[config.mk]
export PLATFORM = sky130hd
export DESIGN_NAME = seg_scan_driver
export DESIGN_NICKNAME = d
export VERILOG_FILES = /design/src/rtl/seg_pkg.sv /design/src/rtl/hex_to_seg7.sv /design/src/rtl/seg_scan_driver.sv
export SDC_FILE = /design/constraint.sdc
export NUM_CORES = 1
export LEC_CHECK = 0
export BUFFER_PORTS_ARGS = -buffer_cell sky130_fd_sc_hd__buf_4
export CORE_MARGIN = 2
export CORE_UTILIZATION = 50
export CTS_BUF_LIST = sky130_fd_sc_hd__clkbuf_8
export DETAILED_ROUTE_END_ITERATION = 8
export PLACE_DENSITY_LB_ADDON = 0.15
export SLEW_MARGIN = 10
export SYNTH_ARGS = -nofsm -noshare
export SYNTH_HDL_FRONTEND = slang
export SYNTH_SLANG_ARGS = --single-unit
[constraint.sdc]
create_clock -name i_clk -period 3.87 [get_ports i_clk]
set_input_delay 0 -clock i_clk [delete_from_list [all_inputs] [get_ports i_clk]]
set_output_delay 0 -clock i_clk [all_outputs]
set_load 0.01 [all_outputs]
[src/rtl/seg_pkg.sv]
// Shared definitions for the 7-segment scan driver: FSM states, glyph table
// and the leading-zero blanking helper.
package seg_pkg;

  typedef enum logic {
    ST_BLANK = 1'b0,
    ST_SHOW  = 1'b1
  } scan_state_t;

  // All segments and the decimal point off (outputs are active-low)
  localparam logic [7:0] SEG_OFF = 8'hFF;

  // Active-low {dp,g,f,e,d,c,b,a} glyphs for hex 0..F, decimal point off
  localparam logic [7:0] SEG_HEX [16] = '{
    8'hC0, 8'hF9, 8'hA4, 8'hB0, 8'h99, 8'h92, 8'h82, 8'hF8,
    8'h80, 8'h90, 8'h88, 8'h83, 8'hC6, 8'hA1, 8'h86, 8'h8E
  };

  // Marks every digit above the highest non-zero nibble; digit 0 always shows
  function automatic logic [7:0] lzBlankMask(input logic [31:0] value);
    logic [7:0] mask;
    logic       seen;
    mask = 8'h00;
    seen = 1'b0;
    for (int i = 7; i >= 1; i--) begin
      seen    = seen | (value[4*i +: 4] != 4'h0);
      mask[i] = ~seen;
    end
    return mask;
  endfunction

endpackage

[src/rtl/hex_to_seg7.sv]
// Converts one hex nibble plus decimal point into an active-low segment
// pattern; a blanked digit still drives its decimal point.
module hex_to_seg7
  import seg_pkg::*;
(
  input  logic [3:0] i_nibble,
  input  logic       i_dp,
  input  logic       i_blank,
  output logic [7:0] o_seg
);

  // Glyph lookup, with the seven segments forced off for suppressed digits
  always_comb begin
    o_seg[7]   = ~i_dp;
    o_seg[6:0] = i_blank ? 7'h7F : SEG_HEX[i_nibble][6:0];
  end

endmodule

[src/rtl/seg_scan_driver.sv]
// Multiplexed common-anode 8-digit display driver. One digit is advanced on
// each rising edge of a chosen clkdiv bit, with a short all-off gap before
// every digit. New values are held pending and only swapped in when the scan
// wraps back to digit 0, so a frame never mixes old and new digits.
module seg_scan_driver
  import seg_pkg::*;
#(
  parameter int SCAN_BIT     = 17,
  parameter int NUM_DIGITS   = 8,
  parameter int BLANK_CYCLES = 16,
  parameter int LZ_SUPPRESS  = 1
) (
  input  logic        i_clk,
  input  logic        i_rst,
  input  logic [31:0] i_clkdiv,
  input  logic [31:0] i_data,
  input  logic [7:0]  i_dpIn,
  input  logic        i_load,
  output logic        o_pending,
  output logic        o_frameDone,
  output logic [7:0]  o_an,
  output logic [7:0]  o_seg
);

  localparam logic [2:0] LAST_IDX   = 3'(NUM_DIGITS - 1);
  localparam logic [7:0] BLANK_LAST = 8'(BLANK_CYCLES - 1);

  logic        r_bitQ;
  scan_state_t r_state;
  logic [7:0]  r_blankCnt;
  logic [2:0]  r_idx;
  logic [31:0] r_shadowData;
  logic [7:0]  r_shadowDp;
  logic [7:0]  r_lzMask;
  logic [31:0] r_pendData;
  logic [7:0]  r_pendDp;
  logic        r_pending;

  logic        w_step;
  logic        w_commit;
  logic [3:0]  w_nibble;
  logic [7:0]  w_digitSeg;
  logic        w_unusedClkdiv;

  // Only one divider bit drives the scan; the rest of the bus is ignored
  assign w_unusedClkdiv = ^i_clkdiv;

  assign w_step    = i_clkdiv[SCAN_BIT] & ~r_bitQ;
  assign w_commit  = (r_state == ST_SHOW) && w_step && (r_idx == LAST_IDX);
  assign w_nibble  = r_shadowData[{r_idx, 2'b00} +: 4];
  assign o_pending = r_pending;

  hex_to_seg7 u_hexToSeg7 (
    .i_nibble (w_nibble),
    .i_dp     (r_shadowDp[r_idx]),
    .i_blank  (r_lzMask[r_idx]),
    .o_seg    (w_digitSeg)
  );

  // Delayed copy of the scan bit for rising-edge detection
  always_ff @(posedge i_clk or posedge i_rst) begin
    if (i_rst) begin
      r_bitQ <= 1'b0;
    end else begin
      r_bitQ <= i_clkdiv[SCAN_BIT];
    end
  end

  // Scan FSM: blank gap, then light digit idx until the next step; outputs lag state by one clock
  always_ff @(posedge i_clk or posedge i_rst) begin
    if (i_rst) begin
      r_state     <= ST_BLANK;
      r_blankCnt  <= 8'd0;
      r_idx       <= 3'd0;
      o_an        <= 8'hFF;
      o_seg       <= SEG_OFF;
      o_frameDone <= 1'b0;
    end else begin
      o_frameDone <= w_commit;
      case (r_state)
        ST_BLANK: begin
          o_an  <= 8'hFF;
          o_seg <= SEG_OFF;
          if (r_blankCnt == BLANK_LAST) begin
            r_state <= ST_SHOW;
          end else begin
            r_blankCnt <= r_blankCnt + 8'd1;
          end
        end
        ST_SHOW: begin
          o_an  <= ~(8'h01 << r_idx);
          o_seg <= w_digitSeg;
          if (w_step) begin
            r_state    <= ST_BLANK;
            r_blankCnt <= 8'd0;
            r_idx      <= (r_idx == LAST_IDX) ? 3'd0 : r_idx + 3'd1;
          end
        end
      endcase
    end
  end

  // Pending capture and frame-boundary commit into the displayed shadow copy
  always_ff @(posedge i_clk or posedge i_rst) begin
    if (i_rst) begin
      r_pending    <= 1'b0;
      r_pendData   <= 32'd0;
      r_pendDp     <= 8'd0;
      r_shadowData <= 32'd0;
      r_shadowDp   <= 8'd0;
      r_lzMask     <= 8'd0;
    end else if (w_commit) begin
      r_pending <= 1'b0;
      if (i_load) begin
        r_shadowData <= i_data;
        r_shadowDp   <= i_dpIn;
        r_lzMask     <= (LZ_SUPPRESS != 0) ? lzBlankMask(i_data) : 8'h00;
      end else if (r_pending) begin
        r_shadowData <= r_pendData;
        r_shadowDp   <= r_pendDp;
        r_lzMask     <= (LZ_SUPPRESS != 0) ? lzBlankMask(r_pendData) : 8'h00;
      end
    end else if (i_load) begin
      r_pendData <= i_data;
      r_pendDp   <= i_dpIn;
      r_pending  <= 1'b1;
    end
  end

endmodule
==> parameters.txt, run 1 <==
Parameter                              Value

Status
  Result of the run    finished, final reports clean

STA
  Time the worst path needs with I/O delays and setup    2.68 ns
  RSZ-0062 raised after global routing    false
  Worst setup skew after layout    0.0123 ns
  Fin. Hold Viols    0
  Tcrit/Tclk final    0.692
  Count of endpoints failing setup in the final report    0
  Total Neg Setup Slack    0 ns
  Slew HR    0.416
  Final Max Slew Viols    0
  Transition time at the pin with the least slew margin    0.876 ns
  Max Fclk    373 MHz

Synthesis
  Post-synth EDFFs    0
  Post-synthesis sequential area ratio    0.530
  Dominant cell type by area after synthesis    sky130_fd_sc_hd__dfrtp_1
  Fraction of synthesis flops using an asynchronous set or reset pin    1.00
  Synth cell types    48
  Net Count, Synth    568
  Post-synthesis cell area    5610 um2
  Most common flop cell mapped by yosys    sky130_fd_sc_hd__dfrtp_1
  Synthesized instance count    480
  Post-synth top area share    0.455
  Seq cells post-synth    118
  Synthesis Warnings    0
  Mean cell area of the mapped netlist    11.7 um2
  Most common cell in the netlist    sky130_fd_sc_hd__dfrtp_1
  Synth top cells by count    102 x sky130_fd_sc_hd__dfrtp_1, 60 x sky130_fd_sc_hd__nor2_1, 47 x sky130_fd_sc_hd__mux2i_1
  Dominant cells by area after synthesis    sky130_fd_sc_hd__dfrtp_1 45%, sky130_fd_sc_hd__mux2_2 8.6%, sky130_fd_sc_hd__mux2i_1 8.4%

Floorplanning
  Initial cell density of the core    0.515
  Number of placed I/O pins    93
  Core region area    10900 um2
  Vertical extent of the die    110 um
  Die Footprint    12100 um2
  Placement row count    38
  Horizontal die dimension    110 um

Clock tree
  Buffer type at the clock tree root    sky130_fd_sc_hd__clkbuf_8
  Resized cells post-CTS    0
  Number of clock sinks    118
  Maximum number of buffers from clock root to sink    2
  Cts hold-fix bufs    42
  CTS H-tree lvls    4
  Clock tree from TritonCTS    built
  Clock-pin slew on the worst setup and hold paths    0.07 ns
  Postcts setup bufs    0
  TritonCTS Buffers    17
  Clock latency on the worst-skew pair    0.44 ns

Critical path
  CP Cell Sequence    buf_4, mux4_2, mux2i_1, inv_1, ha_1, inv_1, nor3_1, nor3_1, o21ai_0
  WP data arrival    3.02 ns
  Sort of element at the start of the critical path    flip-flop
  Slowest Stage Delay on Critical Path    0.52 ns
  Endpoint type of the worst setup path    flip-flop
  Number of buffer and inverter instances along the worst setup path    3
  Slowest-stage cell, CP    sky130_fd_sc_hd__mux2i_1
  Worst Path Required    4.21 ns
  Worst Path Class, Setup    flip-flop to flip-flop
  Critical path peak fanout    13
  CP top delay family    multiplexers
  R2R setup slack    1.19 ns

Pwr
  Worst voltage drop across the vdd grid    0.304 mV
  Power density over the cells    598 nW/um2
  Leakage Power    3.19 nW

Global routing
  Gr usage total    0.223
  First-pass GRT wire length    20.2 mm
  Total overflow reported by the global router    0
  Vias in the first global route    4027
  Largest net degree at the start of global routing    73
  Number of antenna violations at the first check in global routing    0

Drt
  Routed length per placed instance    15.9 um
  Total number of vias    3965
  Detailed-routing iteration count for the pre-antenna-repair pass    4
  Post-route ant nets    0
  Wirelength, routed    11.7 mm
  Detail-routed via count per cell    5.38
  # DRC    0
  Drt first-iter violations    153

Final layout
  Synthesis-to-layout area growth    24.8%
  Finished layout cell area    7000 um2
  Number of antenna repair diodes    0
  Number of nets at the end of the flow    672
  Proportion of layout cells with a drive suffix above 1    0.291

Placed design
  Detailed placer's ending HPWL    7.89 mm
  Cell area after placement    6180 um2
  # port buffers    61
  Final RePlAce weighted congestion    0.809

Worst hold path
  Kind of path behind the tightest hold check    primary input to flip-flop

Run
  Maxcap violations    0
-- flip-flops by register name, summed over array words and instances (netlist names) --
| name | count |
|---|---|
| r_blankCnt | 8 |
| r_shadowData | 32 |
| r_lzMask | 7 |
| o_frameDone | 1 |
| r_pendDp | 8 |
| r_bitQ | 1 |
| o_an | 8 |
| o_seg | 8 |
| r_state | 1 |
| r_pendData | 32 |
| o_pending | 1 |
| r_shadowDp | 8 |
| r_idx | 3 |
-- per-stage QoR --
stage               cells  hold WS (ns)   util  worst slack (ns)  total power, W
floorplan             480        0.0314      -             0.767         0.00273
global placement      663         0.126  0.568              1.41         0.00300
detailed placement    663         0.131  0.568              1.30         0.00305
CTS                   737         0.206  0.643              1.17         0.00421
global route          737         0.245  0.643              1.04         0.00446
finish                737         0.260  0.643              1.19         0.00419
-- where the power goes --
group	leakage, nW	switching, W	internal, W
logic	1.53	0.000687	0.000624
registers	1.45	0.000230	0.00154
clock network	0.207	0.000474	0.000628
total	3.19	0.00139	0.00279
-- cell type report --
class	count	area [um2]
fill	847	3890
sequential	118	2970
multi-input combinational	326	2470
timing repair buffer	112	946
clock buffer	21	289
tap	140	175
clock inverter	11	106
inverter	9	38.8
-- cells by family after synthesis --
family                     count (synthesis)  synth area share
muxes                                    100             0.210
AOI/OAI and AO/OA                         71            0.0720
adders and majority gates                 13            0.0290
DFF                                      118             0.530
buffers and inverters                     36            0.0308
and+or+nand+nor                          137             0.120
xor gates and xnor gates                   5           0.00781
-- layer usage --
layer | vias to the layer above | share of wire | global-route usage
met1 | 1945 | 0.45 | 0.302
met3 | 15 | 0.044 | 0.0528
met5 | - | 0 | 0
met2 | 76 | 0.49 | 0.346
li1 | 1929 | - | -
met4 | 0 | 0.014 | 0.0922
-- final timing paths --
kind	from	endpoint	cells past startpoint
worst max-delay path	r_idx[0]	o_seg[3]	9
worst min-delay path	i_clkdiv[17]	r_bitQ	2
worst max register to register	r_idx[0]	o_seg[3]	9
worst min register to register	r_lzMask[3]	r_lzMask[3]	1
max in group asynchronous	i_rst	o_an[6]	4
min in group asynchronous	i_rst	r_shadowData[18]	3
-- cells in the final DEF, fill, tap and decap left out, types with 2 or more instances in the layout --
master	n
sky130_fd_sc_hd__dfrtp_1	102
sky130_fd_sc_hd__buf_4	70
sky130_fd_sc_hd__nor2_1	59
sky130_fd_sc_hd__mux2i_1	47
sky130_fd_sc_hd__a21oi_1	46
sky130_fd_sc_hd__mux2_2	43
sky130_fd_sc_hd__dlygate4sd3_1	42
sky130_fd_sc_hd__nand2_1	23
sky130_fd_sc_hd__clkbuf_8	21
sky130_fd_sc_hd__dfstp_2	16
sky130_fd_sc_hd__ha_1	13
sky130_fd_sc_hd__inv_1	9
sky130_fd_sc_hd__nor4_1	9
sky130_fd_sc_hd__mux4_2	9
sky130_fd_sc_hd__nand3_1	8
sky130_fd_sc_hd__o21ai_0	7
sky130_fd_sc_hd__nor3_1	6
sky130_fd_sc_hd__or4_1	6
sky130_fd_sc_hd__o211ai_1	5
sky130_fd_sc_hd__and3_1	4
sky130_fd_sc_hd__xor2_1	4
sky130_fd_sc_hd__clkinv_2	4
sky130_fd_sc_hd__or3_1	3
sky130_fd_sc_hd__nor2b_1	3
sky130_fd_sc_hd__nand4_1	3
sky130_fd_sc_hd__o21a_1	3
sky130_fd_sc_hd__nand3b_1	2
sky130_fd_sc_hd__nand2b_1	2
sky130_fd_sc_hd__a31oi_1	2
sky130_fd_sc_hd__o221ai_1	2
sky130_fd_sc_hd__inv_4	2
sky130_fd_sc_hd__bufinv_16	2
sky130_fd_sc_hd__clkinvlp_4	2
(Power assumes the default switching activity.)
==> inputs of run 2 (changes only) <==
clock period = 2.7 ns   (was 3.87 ns; I/O delays follow)
==> parameters.txt, run 2 (synthesis gave the netlist of run 1 again) <==
Parameter                              Value

Clock tree
  CTS H-tree lvls    4
  TritonCTS Buffers    17
  Maximum number of buffers from clock root to sink    2
  Buffer type at the clock tree root    sky130_fd_sc_hd__clkbuf_8
  Clock latency on the worst-skew pair    0.44 ns
  Clock-pin slew on the worst setup and hold paths    0.07 ns
  Number of clock sinks    118
  Clock tree from TritonCTS    built

Drt
  Wirelength, routed    12.0 mm
  Detailed-routing iteration count for the pre-antenna-repair pass    4
  Detail-routed via count per cell    5.43
  Routed length per placed instance    16.1 um
  Total number of vias    4052
  Drt first-iter violations    163
  # DRC    0
  Post-route ant nets    0

Placed design
  Final RePlAce weighted congestion    0.851
  # placed instances    672
  Worst slack, placed    0.233 ns
  Detailed placer's ending HPWL    8.37 mm
  Cell area after placement    6300 um2
  # port buffers    61

Global routing
  Gr usage total    0.226
  Number of antenna violations at the first check in global routing    0
  Total overflow reported by the global router    0
  Largest net degree at the start of global routing    40
  Vias in the first global route    4078
  First-pass GRT wire length    20.4 mm

Final layout
  Most common cell after layout, fill and taps aside    sky130_fd_sc_hd__dfrtp_1
  Proportion of layout cells with a drive suffix above 1    0.299
  Number of nets at the end of the flow    681
  Largest registers    r_pendData x32, r_shadowData x32
  Most used cells in the layout excluding fill and tap cells    101 x sky130_fd_sc_hd__dfrtp_1, 75 x sky130_fd_sc_hd__buf_4, 59 x sky130_fd_sc_hd__nor2_1
  Synthesis-to-layout area growth    26.2%
  Post-Layout Cell Count    746
  Finished layout cell area    7080 um2
  Number of antenna repair diodes    0

STA
  Tcrit/Tclk final    0.908
  Fin. Hold Viols    0
  Count of endpoints failing setup in the final report    0
  Time the worst path needs with I/O delays and setup    2.45 ns
  Final Max Slew Viols    0
  Crit path setup slack, layout    0.249 ns
  Max Fclk    408 MHz
  Total Neg Setup Slack    0 ns
  Slew HR    0.525
  Hold slack final    0.0908 ns
  RSZ-0062 raised after global routing    false
  Worst setup skew after layout    0.0117 ns
  Transition time at the pin with the least slew margin    0.711 ns

Floorplanning
  Horizontal die dimension    110 um
  Die Footprint    12100 um2
  Placement row count    38
  Core region area    10900 um2
  Number of placed I/O pins    93
  Initial cell density of the core    0.515
  Vertical extent of the die    110 um

Pwr
  Switching power summed over all nets    0.00198 W
  Internal power component    0.00393 W
  Power density over the cells    834 nW/um2
  Sw Share    0.335
  Worst voltage drop across the vdd grid    0.420 mV
  Leakage Power    3.24 nW
  Combinational group share of total power    0.335
  Clock power share    0.240
  Sequential fraction of design power    0.425

Critical path
  R2R setup slack    0.25 ns
  Critical path peak fanout    13
  Worst Path Required    3.05 ns
  WP data arrival    2.80 ns
  Endpoint type of the worst setup path    flip-flop
  Sort of element at the start of the critical path    flip-flop
  Worst Path Class, Setup    flip-flop to flip-flop

Status
  Result of the run    finished, final reports clean

Worst hold path
  Kind of path behind the tightest hold check    primary input to flip-flop

Run
  Maxcap violations    0
## run 2: per-stage QoR
step / utilization / power [W]
floorplan: - / 0.00392
global placement: 0.579 / 0.00438
detailed placement: 0.579 / 0.00447
CTS: 0.650 / 0.00595
global route: 0.650 / 0.00631
finish: 0.650 / 0.00591
## run 2: critical path, stage by stage, from the launching register on
cell and delay (ns):
sky130_fd_sc_hd__dfrtp_1 0.50, sky130_fd_sc_hd__buf_4 0.26, sky130_fd_sc_hd__mux4_2 0.35, sky130_fd_sc_hd__mux2i_1 0.37, sky130_fd_sc_hd__inv_1 0.15, sky130_fd_sc_hd__ha_1 0.25, sky130_fd_sc_hd__inv_1 0.09, sky130_fd_sc_hd__nor3_1 0.06
sky130_fd_sc_hd__nor3_1 0.21, sky130_fd_sc_hd__o21ai_0 0.12
## run 2: layer usage
layer / wire [um] / vias up / global-route usage / share of wire
met1: 5470 / 2007 / 0.296 / 0.45
met3: 410 / 18 / 0.0575 / 0.034
met2: 5970 / 75 / 0.365 / 0.50
met5: 0 / - / 0 / 0
li1: - / 1952 / - / -
met4: 175 / 0 / 0.0814 / 0.015
## run 2: power by group through the flow
stage                     registers [W]  logic (W)  clock network [W]
after global routing            0.00256    0.00221            0.00154
final                           0.00251    0.00198            0.00142
after CTS                       0.00251    0.00199            0.00145
after detailed placement        0.00253    0.00193                  0
after floorplan                 0.00245    0.00147                  0
after global placement          0.00252    0.00187                  0
## run 2: what timing repair did
action                                 4_1_cts  5_1_grt
gates resized for setup                      0        1
setup endpoints to repair                    0        1
endpoints found under the hold margin      116        0
setup buffers                                0        0
hold buffers                                42        0
## run 2: final timing paths
kind                                   from         endpoint  depth (start not counted)
worst max-delay path               r_idx[1]         o_seg[3]                          9
worst min-delay path                 i_load  r_shadowData[2]                          3
worst max register to register     r_idx[1]         o_seg[3]                          9
worst min register to register  r_lzMask[3]      r_lzMask[3]                          1
max in group asynchronous             i_rst    r_pendData[8]                          4
min in group asynchronous             i_rst           r_bitQ                          3
## run 2: cell type report
cell class / count / area, um2
clock buffer: 23 / 317
clock inverter: 9 / 37.5
fill: 862 / 3810
inverter: 9 / 40.0
multi-input combinational: 326 / 2470
sequential: 118 / 2970
tap: 140 / 175
timing repair buffer: 121 / 1060
==> inputs of run 3 (changes only) <==
MAX_ROUTING_LAYER = met4   (was unset)
clock period = 2.05 ns   (was 2.7 ns; I/O delays follow)
==> parameters.txt, run 3 (synthesis gave the netlist of run 1 again) <==
Parameter                              Value

Drt
  Drt first-iter violations    158
  Wire length on met1    5.71 mm
  Post-route ant nets    0
  # DRC    0
  Routed length per placed instance    16.3 um
  Detail-routed via count per cell    5.38
  Topmost layer with routed signal wires    met4
  Detailed-routing iteration count for the pre-antenna-repair pass    4
  Wirelength, routed    12.5 mm
  Length of routed met2 wiring    6.13 mm
  Routed length on met3    485 um
  Total number of vias    4119

Floorplanning
  Placement row count    38
  Number of placed I/O pins    93
  Initial cell density of the core    0.515
  Horizontal die dimension    110 um
  Core region area    10900 um2
  Vertical extent of the die    110 um
  Die Footprint    12100 um2

Pwr
  Leakage Power    3.39 nW
  Clock power share    0.219
  Sw Share    0.338
  Internal power component    0.00562 W
  Switching power summed over all nets    0.00287 W
  Combinational group share of total power    0.391
  Sequential fraction of design power    0.390
  Total power consumption of the routed design    0.00849 W
  Power density over the cells    1140 nW/um2
  Worst voltage drop across the vdd grid    0.526 mV

Final layout
  Filler Cells Inserted    797
  Proportion of layout cells with a drive suffix above 1    0.355
  Synthesis-to-layout area growth    33.2%
  Most used cells in the layout excluding fill and tap cells    100 x sky130_fd_sc_hd__dfrtp_1, 84 x sky130_fd_sc_hd__buf_4, 59 x sky130_fd_sc_hd__nor2_1
  Number of antenna repair diodes    0
  Post-Layout Cell Count    766
  Largest registers    r_pendData x32, r_shadowData x32
  Most common cell after layout, fill and taps aside    sky130_fd_sc_hd__dfrtp_1
  Number of nets at the end of the flow    701

Critical path
  Worst Path Class, Setup    flip-flop to flip-flop
  Critical path peak fanout    8
  Worst Path Required    2.38 ns
  Sort of element at the start of the critical path    flip-flop
  WP data arrival    2.39 ns
  Endpoint type of the worst setup path    flip-flop

STA
  Final Max Slew Viols    0
  Count of endpoints failing setup in the final report    1
  Tcrit/Tclk final    1.00
  Slew HR    0.473
  Fin. Hold Viols    0
  Hold slack final    0.0983 ns
  Time the worst path needs with I/O delays and setup    2.06 ns
  Transition time at the pin with the least slew margin    0.789 ns
  Max Fclk    486 MHz
  RSZ-0062 raised after global routing    true
  Crit path setup slack, layout    -0.00617 ns
  Worst setup skew after layout    0.0120 ns

Global routing
  Vias in the first global route    3981
  Gr usage total    0.220
  First-pass GRT wire length    19.3 mm
  Largest net degree at the start of global routing    46
  Total overflow reported by the global router    0
  Number of antenna violations at the first check in global routing    0

Status
  Result of the run    finished with violations
  Violated checks    setup timing

Placed design
  Final RePlAce weighted congestion    0.818
  # port buffers    61
  # placed instances    682
  Worst slack, placed    -0.0516 ns
  Detailed placer's ending HPWL    8.32 mm

Worst hold path
  Kind of path behind the tightest hold check    primary input to flip-flop

Clock tree
  Number of clock sinks    118
  Buffer type at the clock tree root    sky130_fd_sc_hd__clkbuf_8
  Maximum number of buffers from clock root to sink    2
  Clock tree from TritonCTS    built
  Clock-pin slew on the worst setup and hold paths    0.07 ns
  CTS H-tree lvls    4
  TritonCTS Buffers    17
  Clock latency on the worst-skew pair    0.43 ns

Run
  Maxcap violations    0
-- run 3: cell count changes in the layout (fill, tap and decap cells not counted), sizes merged --
cell / change
clkbuf: +4
buf: +16
-- run 3: layout make-up --
class	instances	area, um2	share of cell area
Clock inverter	9	37.5	0.00502
Inverter	9	42.5	0.00569
Multi-Input combinational cell	326	2570	0.344
Timing Repair Buffer	141	1360	0.181
Clock buffer	23	317	0.0424
Sequential cell	118	2980	0.398
Tap cell	140	175	0.0234
-- run 3: final timing paths --
path	slack, ns	end	startpoint	depth (start not counted)
max	-0.006	o_seg[5]	r_idx[0]	6
min	0.1	r_shadowData[17]	i_load	3
max reg2reg	-0.006	o_seg[5]	r_idx[0]	6
min reg2reg	0.50	r_pendDp[1]	r_pendDp[1]	1
max in group asynchronous	1.11	r_shadowData[14]	i_rst	4
min in group asynchronous	0.28	r_blankCnt[2]	i_rst	3
-- run 3: through the flow --
stage / area [um2] / TNS, ns / util
global route: 7470 / -0.273 / 0.686
detailed placement: 6430 / -0.0660 / 0.591
floorplan: 5630 / -0.0277 / -
global placement: 6430 / -0.00285 / 0.591
CTS: 7220 / 0 / 0.663
finish: 7470 / -0.00617 / 0.686
-- run 3: metal layers --
metal | GRT usage | vias to the layer above
met3 | 0.0587 | 15
li1 | - | 1984
met4 | 0.0769 | 0
met1 | 0.287 | 2034
met5 | - | -
met2 | 0.332 | 86
-- run 3: power by group through the flow --
stage / clock (W) / sequential, W / combinational, W
floorplan: 0 / 0.00323 / 0.00199
global placement: 0 / 0.00331 / 0.00268
detailed placement: 0 / 0.00334 / 0.00275
CTS: 0.00190 / 0.00330 / 0.00285
global route: 0.00200 / 0.00338 / 0.00361
finish: 0.00186 / 0.00331 / 0.00332
-- run 3: repair_timing --
item | 4_1_cts | 5_1_grt
cloned | 0 | 4
resized for setup | 4 | 25
hold buffers | 42 | 0
endpoints found under the hold margin | 105 | 0
pin swaps | 0 | 7
buffers inserted | 0 | 6
endpoints found under the setup margin | 4 | 83
-- run 3: worst max-delay path: stages, from the launching register on --
cell and delay [ns]:
sky130_fd_sc_hd__dfrtp_2 0.45, sky130_fd_sc_hd__buf_8 0.16, sky130_fd_sc_hd__mux4_2 0.52, sky130_fd_sc_hd__mux2i_4 0.27, sky130_fd_sc_hd__buf_12 0.17, sky130_fd_sc_hd__mux2i_1 0.24, sky130_fd_sc_hd__o221ai_1 0.16
